===== src/rtl/keypad_entry_ctrl.sv =====
// Keypad entry controller: collects four BCD digits after a set-time/set-alarm
// press, validates HH:MM on enter, and commits it as a time or alarm load.
module keypad_entry_ctrl #(
  parameter int TIMEOUT_CYCLES = 1000
) (
  input  logic        clk,
  input  logic        reset_n,
  input  logic [15:0] keypad_values,
  input  logic        shift_pulse,
  input  logic        set_time_btn,
  input  logic        set_alarm_btn,
  input  logic        enter_btn,
  output logic        reset_shift,
  output logic        load_time,
  output logic        load_alarm,
  output logic [15:0] time_out,
  output logic        entry_active,
  output logic        entry_error,
  output logic [2:0]  digit_count
);

  localparam int CNT_W = (TIMEOUT_CYCLES > 1) ? $clog2(TIMEOUT_CYCLES) : 1;
  localparam logic [CNT_W-1:0] TMO_LAST = CNT_W'(TIMEOUT_CYCLES - 1);

  typedef enum logic [2:0] {
    S_IDLE, S_CLEAR, S_COLLECT, S_CHECK, S_LOAD, S_ERROR
  } state_t;

  state_t           state;
  logic             time_prev, alarm_prev, enter_prev;
  logic             target_alarm;
  logic [CNT_W-1:0] tmo_cnt;

  logic       time_edge, alarm_edge, enter_edge, restart;
  logic [2:0] count_next;

  function automatic logic hhmm_valid(input logic [15:0] v);
    logic digits_ok;
    digits_ok = (v[15:12] <= 4'd9) && (v[11:8] <= 4'd9) &&
                (v[7:4] <= 4'd9) && (v[3:0] <= 4'd9);
    return digits_ok && (v[15:12] <= 4'd2) &&
           !((v[15:12] == 4'd2) && (v[11:8] > 4'd3)) && (v[7:4] <= 4'd5);
  endfunction

  assign time_edge  = set_time_btn  & ~time_prev;
  assign alarm_edge = set_alarm_btn & ~alarm_prev;
  assign enter_edge = enter_btn     & ~enter_prev;

  // A mode press restarts the entry from IDLE or mid-collection only.
  assign restart    = (time_edge | alarm_edge) &&
                      ((state == S_IDLE) || (state == S_COLLECT));
  // Counts the digit arriving alongside enter, so enter sees the final count.
  assign count_next = (shift_pulse && (digit_count != 3'd4)) ?
                      digit_count + 3'd1 : digit_count;

  // NOTE: every output is a register set on the transition into the state
  // that owns it, so pulses are glitch-free and aligned with state.
  always_ff @(posedge clk or negedge reset_n) begin
    if (!reset_n) begin
      state        <= S_IDLE;
      target_alarm <= 1'b0;
      // Previous values start high so a button held through reset gives no edge.
      time_prev    <= 1'b1;
      alarm_prev   <= 1'b1;
      enter_prev   <= 1'b1;
      tmo_cnt      <= '0;
      reset_shift  <= 1'b0;
      load_time    <= 1'b0;
      load_alarm   <= 1'b0;
      time_out     <= 16'h0000;
      entry_active <= 1'b0;
      entry_error  <= 1'b0;
      digit_count  <= 3'd0;
    end else begin
      // NOTE: non-blocking everywhere here; defaults below make pulses one cycle.
      time_prev   <= set_time_btn;
      alarm_prev  <= set_alarm_btn;
      enter_prev  <= enter_btn;
      reset_shift <= 1'b0;
      load_time   <= 1'b0;
      load_alarm  <= 1'b0;

      if (restart) begin
        target_alarm <= ~time_edge;
        entry_error  <= 1'b0;
        state        <= S_CLEAR;
        reset_shift  <= 1'b1;
        entry_active <= 1'b1;
        digit_count  <= 3'd0;
        tmo_cnt      <= '0;
      end else begin
        case (state)
          S_IDLE: ;
          S_CLEAR: begin
            digit_count <= 3'd0;
            tmo_cnt     <= '0;
            state       <= S_COLLECT;
          end
          S_COLLECT: begin
            digit_count <= count_next;
            if (enter_edge) begin
              if (count_next == 3'd4) begin
                state <= S_CHECK;
              end else begin
                state        <= S_ERROR;
                entry_error  <= 1'b1;
                reset_shift  <= 1'b1;
                entry_active <= 1'b0;
              end
            end else if (shift_pulse) begin
              tmo_cnt <= '0;
            end else if (tmo_cnt == TMO_LAST) begin
              state        <= S_IDLE;
              reset_shift  <= 1'b1;
              entry_active <= 1'b0;
            end else begin
              tmo_cnt <= tmo_cnt + CNT_W'(1);
            end
          end
          S_CHECK: begin
            entry_active <= 1'b0;
            reset_shift  <= 1'b1;
            if (hhmm_valid(keypad_values)) begin
              state      <= S_LOAD;
              time_out   <= keypad_values;
              load_time  <= ~target_alarm;
              load_alarm <= target_alarm;
            end else begin
              state       <= S_ERROR;
              entry_error <= 1'b1;
            end
          end
          S_LOAD:  state <= S_IDLE;
          S_ERROR: state <= S_IDLE;
          default: state <= S_IDLE;
        endcase
      end
    end
  end

endmodule


===== config.mk =====
export PLATFORM = sky130hd
export DESIGN_NAME = keypad_entry_ctrl
export DESIGN_NICKNAME = d
export VERILOG_FILES = /design/src/rtl/keypad_entry_ctrl.sv
export SDC_FILE = /design/constraint.sdc
export NUM_CORES = 1
export LEC_CHECK = 0
export BUFFER_PORTS_ARGS = -buffer_cell sky130_fd_sc_hd__buf_2
export CORE_MARGIN = 5
export CORE_UTILIZATION = 30
export CTS_CLUSTER_DIAMETER = 50
export DETAILED_ROUTE_END_ITERATION = 10
export GPL_TIMING_DRIVEN = 0
export PLACE_DENSITY_LB_ADDON = 0.3
export RECOVER_POWER = 100
export SETUP_SLACK_MARGIN = 0.1
export SYNTH_ARGS = -nofsm -noshare
export SYNTH_HDL_FRONTEND = slang
export SYNTH_SLANG_ARGS = --single-unit

===== constraint.sdc =====
create_clock -name clk -period 2.5 [get_ports clk]
set_input_delay 0.5 -clock clk [delete_from_list [all_inputs] [get_ports clk]]
set_output_delay 0.5 -clock clk [all_outputs]
set_load 0.02 [all_outputs]

==> results.py <==
metrics = {
    "sta": {
        "slew_viol_final": 0,
        "grt_setup_unrepaired": "false",
        "relSlewSlack_pct": 32.19,
        "tightest_slew_ns": 1.017,
        "fin_tns_setup_ns": 0,
        "hold_viol": 0,
        "setup_violations": 0,
        "postLayoutSetupSlackWorst_ns": 0.3660,
        "period_minus_slack_ns": 2.134,
        "finalCritPeriodShare_pct": 85.36,
        "skew_ns": 0.002590,
        "fmax_mhz": 468.6,
    },
    "clock_network": {
        "cts_setup_buffers": 0,
        "cts-root-buf": "clkbuf_8",
        "cts.sinks": 41,
        "clk_latency_ns": 0.29,
        "clk_pin_slew_worst_paths_ns": 0.08,
        "ctsHtreeMaxLevel": 2,
        "numCtsBuffers": 5,
        "cts-hold-fix-buffers": 0,
        "post_cts_resized": 0,
        "cts_tree": "yes",
        "clock_path_buffers": 2,
    },
    "routing": {
        "vias": 1557,
        "vias_per_cell": 4.943,
        "wire_per_inst_um": 13.34,
        "dr.pass1.iters": 4,
        "routed_wl_um": 4201,
        "drc": 0,
        "drt_iter0_markers": 60,
        "antenna_left": 0,
    },
    "grt": {
        "antenna_found_initial": 0,
        "grt_util_all_layers_pct": 10.68,
        "overflow": 0,
        "grt_pass1_wl_um": 7403,
        "grt_pass1_vias": 1570,
        "grt_max_degree": 42,
    },
    "synthesis": {
        "synth.distinct_cells": 39,
        "netlist_area_mm2": 0.001951,
        "synth-edff-count": 0,
        "synth_cells": 186,
        "synth.avg_cell_area_um2": 10.49,
        "ys_seq_area_share_pct": 52.79,
        "synth_flop_cell": "dfrtp_1",
        "synthArstFlopShare_pct": 100.0,
        "ys_warn_count": 0,
        "syn_nets": 211,
        "ys_seq_elements": 41,
    },
    "power_and_ir_drop": {
        "power_density_mw_per_mm2": 819.0,
        "ir_worst_vdd_mv": 0.3085,
        "p_leak_uw": 0.001039,
    },
    "worst_setup_path": {
        "endpoint": "time_out[4]$_DFFE_PN0P_",
        "cp_cell_sequence": "buf_2 > o32a_1 > or4_4 > clkbuf_1 > buf_6 > mux2_1",
        "criticalPathCategory": "input port to flip-flop",
        "rr_startpoint": "state[2]$_DFFE_PN0P_",
        "worst_ep_arrival_time_ns": 2.31,
        "cp_slowest_cell": "or4_4",
        "critPathLaunchType": "input port",
        "critPathMaxStageDelay_ns": 0.50,
        "crit_start": "keypad_values[12]",
        "crit_fanout": 10,
        "setup.worst_path.end_class": "flip-flop",
        "r2r-end": "time_out[4]$_DFFE_PN0P_",
        "reg2reg_setup_slack_ns": 0.37,
        "r2r_cells": 5,
        "worstPathRequired_ns": 2.67,
    },
    "finish": {
        "synthToLayoutAreaGrowth_pct": 18.92,
        "drive_gt1_share_pct": 17.65,
        "diodes": 0,
        "final_cell_mix": "dfrtp_1, clkbuf_1, nand2_1",
        "multi_input_area_um2": 860.8,
        "final_common_cell": "dfrtp_1",
        "fillerInstances": 656,
        "final_util_pct": 36.53,
        "nets": 263,
        "regArea_mm2": 0.001030,
    },
    "floorplan": {
        "core_mm2": 0.006350,
        "num_rows": 29,
        "dieHeight_um": 90.64,
        "initial_core_util_pct": 30.72,
        "ios": 46,
        "dieWidth_um": 90.64,
        "die-area_mm2": 0.008215,
    },
    "placement": {
        "io_buffers": 45,
        "place.gp.congestion": 0.7534,
        "place_ws_ns": 0.2581,
        "hpwl_um": 3075,
    },
    "hold_path": {
        "min_from": "set_time_btn",
        "hold_path.class": "input port to flip-flop",
    },
    "status": {
        "status": "complete, no violations",
    },
    "run": {
        "cap_violations": 0,
    },
}
registers in the layout, summed over array words and instances, names as in the netlist:
| register | cells |
|---|---|
| time_prev | 1 |
| tmo_cnt | 10 |
| digit_count | 3 |
| entry_active | 1 |
| load_alarm | 1 |
| state | 3 |
| load_time | 1 |
| enter_prev | 1 |
| alarm_prev | 1 |
| target_alarm | 1 |
| entry_error | 1 |
| reset_shift | 1 |
| time_out | 16 |
critical path: cells and delay by family:
family	cells	cell delay, ns
buffers and inverters	3	0.63
and+or+nand+nor	1	0.50
muxes	1	0.31
AOI/OAI and AO/OA	1	0.37
cells in the mapped netlist (3+ instances only):
cell | count | share of area, %
a21oi_1 | 5 | 1.3
and2_1 | 5 | 1.6
dfrtp_1 | 38 | 49
dfstp_2 | 3 | 4.0
ha_1 | 3 | 1.9
inv_1 | 4 | 0.77
mux2_2 | 9 | 5.2
mux2_4 | 4 | 3.1
nand2_1 | 22 | 4.2
nand2b_1 | 6 | 1.9
nand3_1 | 10 | 2.6
nor2_1 | 15 | 2.9
nor2b_1 | 5 | 1.6
nor3_1 | 3 | 0.77
o21ai_0 | 21 | 5.4
o31ai_1 | 3 | 1.2
stage by stage:
stage                     cells  area, um^2  total power [uW]  hold slack (ns)
final                       315        2320              1900           0.3081
after global routing        315        2320              2032           0.3066
after CTS                   315        2376              1956           0.3103
after detailed placement    308        2272              1430           0.4145
after global placement      308        2272              1425           0.4111
after floorplan             186        1951              1233           0.2044
worst min-delay path by stage:
stage	end	slack, ns	cells after the start
6_report	time_prev$_DFF_PN1_	0.31	1
5_1_grt	enter_prev$_DFF_PN1_	0.31	1
4_1_cts	time_prev$_DFF_PN1_	0.31	1
3_5_place_dp	load_time$_DFF_PN0_	0.41	1
3_3_place_gp	load_time$_DFF_PN0_	0.41	1
2_1_floorplan	digit_count[0]$_DFFE_PN0P_	0.20	0
report_power, final:
| part | leakage, uW | internal [uW] | switching (uW) |
|---|---|---|---|
| combinational | 0.000439 | 192 | 359 |
| clock | 0.0000540 | 290 | 223 |
| sequential | 0.000546 | 765 | 70.3 |
logic make-up (layout without fill, tap and decap cells):
logic type	after synthesis	in the layout	share of synthesized area (%)
multiplexers	14	14	8.788
AO/OA/AOI/OAI	45	45	14.75
adder cells (fa/ha/maj)	3	3	1.925
flip-flops	41	41	52.79
AND/OR/NAND/NOR	75	75	19.44
buffers and inverters	8	60	2.309
layer usage:
metal  part of all wire [%]  track usage (%)  up-vias
met5                      0                0        -
met4                   0.69            2.605        0
met3                    6.7            3.833        4
met2                     42            15.62       41
met1                     50            14.99      741
li1                       -                -      771
layout make-up:
type / instances / share of cell area (%)
clock buffer: 5 / 2.967
timing repair buffer: 45 / 8.252
multi-input combinational: 137 / 37.11
inverter: 4 / 0.6473
tap: 77 / 4.153
clock inverter: 2 / 1.510
sequential: 41 / 44.39
buffer: 4 / 0.9709
(Power assumes the default switching activity.)
